**src/rtl/pipe_skid_reg.sv**
```systemverilog
// Two-entry skid register between pipeline stages, with flush, sticky halt and a
// saturating back-pressure counter. in_ready is derived from registered state only.
//
// state   | meaning
// --------+--------------------------------------------
// S_EMPTY | no beat held (occupancy 0)
// S_ONE   | main holds a beat, skid empty (occupancy 1)
// S_FULL  | main and skid both hold beats (occupancy 2)
module pipe_skid_reg #(
  parameter int DATA_W   = 128,
  parameter int HALT_BIT = 0,
  parameter int CNT_W    = 16
) (
  input  logic              CLK,
  input  logic              RST,
  input  logic              in_valid,
  output logic              in_ready,
  input  logic [DATA_W-1:0] in_data,
  output logic              out_valid,
  input  logic              out_ready,
  output logic [DATA_W-1:0] out_data,
  input  logic              flush,
  output logic              halted,
  output logic [1:0]        occupancy,
  output logic [CNT_W-1:0]  stall_cnt
);

  typedef enum logic [1:0] {
    S_EMPTY = 2'd0,
    S_ONE   = 2'd1,
    S_FULL  = 2'd2
  } state_t;

  state_t            r_state;
  state_t            w_state_nxt;
  logic [DATA_W-1:0] r_main;
  logic [DATA_W-1:0] r_skid;
  logic              r_halted;
  logic [CNT_W-1:0]  r_stall;

  logic w_accept;
  logic w_drain;
  logic w_load_main_in;
  logic w_load_main_skid;
  logic w_load_skid;

  // The skid slot is occupied exactly when the FSM is FULL.
  assign in_ready  = (r_state != S_FULL) & ~r_halted & ~RST;
  assign out_valid = (r_state != S_EMPTY);
  assign out_data  = r_main;
  assign halted    = r_halted;
  assign occupancy = r_state;
  assign stall_cnt = r_stall;

  assign w_accept = in_valid & in_ready;
  assign w_drain  = out_valid & out_ready;

  always_comb begin
    w_state_nxt      = r_state;
    w_load_main_in   = 1'b0;
    w_load_main_skid = 1'b0;
    w_load_skid      = 1'b0;
    case (r_state)
      S_EMPTY: begin
        if (w_accept) begin
          w_state_nxt    = S_ONE;
          w_load_main_in = 1'b1;
        end
      end
      S_ONE: begin
        if (w_accept && !w_drain) begin
          w_state_nxt = S_FULL;
          w_load_skid = 1'b1;
        end else if (w_accept && w_drain) begin
          w_load_main_in = 1'b1;
        end else if (w_drain) begin
          w_state_nxt = S_EMPTY;
        end
      end
      S_FULL: begin
        if (w_drain) begin
          w_state_nxt      = S_ONE;
          w_load_main_skid = 1'b1;
        end
      end
      default: w_state_nxt = S_EMPTY;
    endcase
    // Flush drops everything held and any beat offered this cycle.
    if (flush) begin
      w_state_nxt      = S_EMPTY;
      w_load_main_in   = 1'b0;
      w_load_main_skid = 1'b0;
      w_load_skid      = 1'b0;
    end
  end

  always_ff @(posedge CLK) begin
    if (RST) r_state <= S_EMPTY;
    else     r_state <= w_state_nxt;
  end

  always_ff @(posedge CLK) begin
    if (RST) begin
      r_main <= '0;
      r_skid <= '0;
    end else begin
      if (w_load_main_in)        r_main <= in_data;
      else if (w_load_main_skid) r_main <= r_skid;
      if (w_load_skid)           r_skid <= in_data;
    end
  end

  // A drain during a flush cycle still delivers, so it may still set halted.
  always_ff @(posedge CLK) begin
    if (RST)                            r_halted <= 1'b0;
    else if (w_drain && r_main[HALT_BIT]) r_halted <= 1'b1;
  end

  always_ff @(posedge CLK) begin
    if (RST)
      r_stall <= '0;
    else if (out_valid && !out_ready && (r_stall != {CNT_W{1'b1}}))
      r_stall <= r_stall + CNT_W'(1);
  end

endmodule

```
**config.mk**
```make
export PLATFORM = sky130hd
export DESIGN_NAME = pipe_skid_reg
export DESIGN_NICKNAME = d
export VERILOG_FILES = /design/src/rtl/pipe_skid_reg.sv
export SDC_FILE = /design/constraint.sdc
export NUM_CORES = 1
export LEC_CHECK = 0
export CAP_MARGIN = 20
export CORE_UTILIZATION = 34
export CTS_CLUSTER_SIZE = 10
export DETAILED_ROUTE_END_ITERATION = 7
export GPL_TIMING_DRIVEN = 0
export HOLD_SLACK_MARGIN = 0.1
export PLACE_DENSITY = 0.56
export SYNTH_ARGS = -nofsm -noshare
export SYNTH_HDL_FRONTEND = slang
export SYNTH_SLANG_ARGS = --single-unit
export TNS_END_PERCENT = 1
```
**constraint.sdc**
```tcl
create_clock -name CLK -period 2.35 [get_ports CLK]
set_clock_uncertainty 0.1 [all_clocks]
set_input_delay 0.5875 -clock CLK [delete_from_list [all_inputs] [get_ports CLK]]
set_output_delay 0.5875 -clock CLK [all_outputs]
set_load 0.02 [all_outputs]
```
==> flow_metrics.tcl <==
set metrics [dict create \
    utilization_pct 48.5 \
    area_delta_synth_final_pct 39.3 \
    status "finished, final reports clean" \
    rows 65 \
    crit_required_ps 1660 \
    yosysWarningCount 0 \
    crit_family "buffers and inverters" \
    drt_pass1_iterations 5 \
    final_common_cell "clkdlybuf4s50_1" \
    drive_above_1_share_pct 6.82 \
    clock_latency_ps 500 \
    final_cell_mix "clkdlybuf4s50_1, dfxtp_1, nand2_1, a21oi_1, nor2_1" \
    coreArea_um2 31900 \
    grt_max_degree 20 \
    peakVddDrop_v 0.000442 \
    cts_tree "built" \
    antenna_found_initial 3 \
    cp.arrival_ps 1610 \
    avgSynthCellArea_um2 8.93 \
    grt_setup_unrepaired "true" \
    fin_setup_tns_ps 0 \
    htree_levels 2 \
    avgViaCountPerCell 4.95 \
    timing.hold.ws_ps 351 \
    clkTransAtPathRegs_ps 50 \
    syn-cell-area_um2 11100 \
    wl_per_cell_um 17.4 \
    ys_seq_area_share_pct 49.6 \
    tightest_slew_ps 861 \
    synthesis.nets 1378 \
    ys_seq_elements 275 \
    cellPowerDensity_nw_per_um2 688 \
    slowest_delay_ps 300 \
    critPathSlowestCell "clkdlybuf4s15_2" \
    grt_first_pass_wirelength_um 54200 \
    cts_root_buf "clkbuf_16" \
    synthArstFlopShare_pct 0 \
    post-route-min-period_ps 2300 \
    drt_iter0_drc 463 \
    path_cells "buf_2 > clkbuf_4 > nor3_2 > clkdlybuf4s15_2" \
    ys_types 45 \
    drc 0 \
    initial_core_util_pct 34.8 \
    crit_fanout 19 \
    critPathCaptureType "output pin" \
    synth-main-ff-cell "dfxtp_1" \
    relSlewSlack_pct 42.6 \
    grt_pass1_vias 9557 \
    maxCapViolations 0 \
    worst-path-buf-inv 3 \
    synth_edf_count 0 \
    p_leak_uw 0.00505 \
    cts_buffer_depth 3 \
    syn_inst 1244 \
    grt_util_all_layers_pct 20.4 \
    fin_nets 1693 \
    place_congestion 0.784 \
    setup_viol 0 \
    path_class "in -> out" \
    hp-class "reg -> reg" \
    die_x_um 183 \
    dp_hpwl_um 24100 \
    dieArea_um2 33400 \
    fmax_mhz 435 \
    io_buffers 280 \
    ant_nets 0 \
    num_vias 9918 \
    finalHoldViolCount 0 \
    die-height_um 183 \
    cts_buffers 34 \
    final-max-slew-violation-count 0 \
    stdcell_area_um2 15500 \
    postPlaceCellArea_um2 14500 \
    post-cts-setup-buffer-count 0 \
    cts.sinks 275 \
    min_period_over_period_pct 97.9 \
    cp-start-kind "primary input" \
    io_pins 282 \
    overflow 0 \
    drt_wl_total_um 34900 \
]
## flip-flops by register name (all words and copies together), names as in the netlist
name and cells:
out_data 128, r_skid 128, stall_cnt 16, occupancy 2, halted 1
## worst paths after layout
path	cells past startpoint	end	from	slack, ps
min	2	r_skid[74]$_SDFFE_PP0P_	r_skid[74]$_SDFFE_PP0P_	350
min reg2reg	2	r_skid[74]$_SDFFE_PP0P_	r_skid[74]$_SDFFE_PP0P_	350
max	4	in_ready	RST	50
max reg2reg	6	stall_cnt[9]$_SDFFE_PP0P_	stall_cnt[0]$_SDFFE_PP0P_	190
## per-stage QoR
stage               instances  setup slack [ps]  total power, uW
finish                   2005              50.2            10700
floorplan                1244              31.4             5380
global route             2004              -104            11100
CTS                      2004              19.1            10800
global placement         1959             -1020             6010
detailed placement       1959              -945             6010
## cells in the mapped netlist (all sizes together) (3+ instances only)
cell | n | area [um^2]
dfxtp | 275 | 5510
nand2 | 261 | 980
a21oi | 140 | 701
nor2 | 137 | 514
mux2i | 131 | 1310
a211oi | 128 | 961
clkbuf | 69 | 259
buf | 37 | 380
o31ai | 8 | 60.1
nand3 | 7 | 35.0
or4 | 7 | 52.6
nor2b | 4 | 25.0
nor3 | 4 | 20.0
nand4 | 3 | 25.0
nor3b | 3 | 22.5
nor4 | 3 | 25.0
o41ai | 3 | 45.1
## cells by family (layout without fill, tap and decap cells)
logic type / Yosys count / count (layout) / share of synthesized area [%]
compound gates: 284 / 284 / 16.2
simple gates: 442 / 442 / 16.2
fa+ha+maj: 1 / 1 / 0.113
other cells: 0 / 1 / 0
xor+xnor: 1 / 1 / 0.0789
mux: 133 / 133 / 12.0
buf+inv: 108 / 433 / 5.82
flops: 275 / 275 / 49.6
## layout make-up
type	instances	area, um^2
fill	3129	16400
sequential	275	5510
multi-input combinational	861	4970
timing repair buffer	280	2800
clock buffer	45	966
buffer	105	666
tap	435	544
clock inverter	1	8.76
inverter	2	7.51
antenna	1	2.50
## tightest hold or removal path, cell delays in order (launching register included)
cell	delay, ps
dfxtp_1	300
nand2_1	50
a21oi_1	50
## per-layer routing
metal	GRT usage, %	part of all wire (%)
met5	0	0.11
met4	5.58	2.0
met2	32.1	45
met3	5.92	7.2
met1	27.2	46
## what timing repair did
item	CTS	global route
endpoints found under the setup margin	221	187
hold buffers	0	0
resized for setup	25	14
cloned	0	0
## power by group
| part | switching (uW) | internal [uW] |
|---|---|---|
| logic | 535 | 516 |
| registers | 74.5 | 4790 |
| clock network | 1900 | 2840 |
Note: power is estimated with default switching activity, not from simulation.
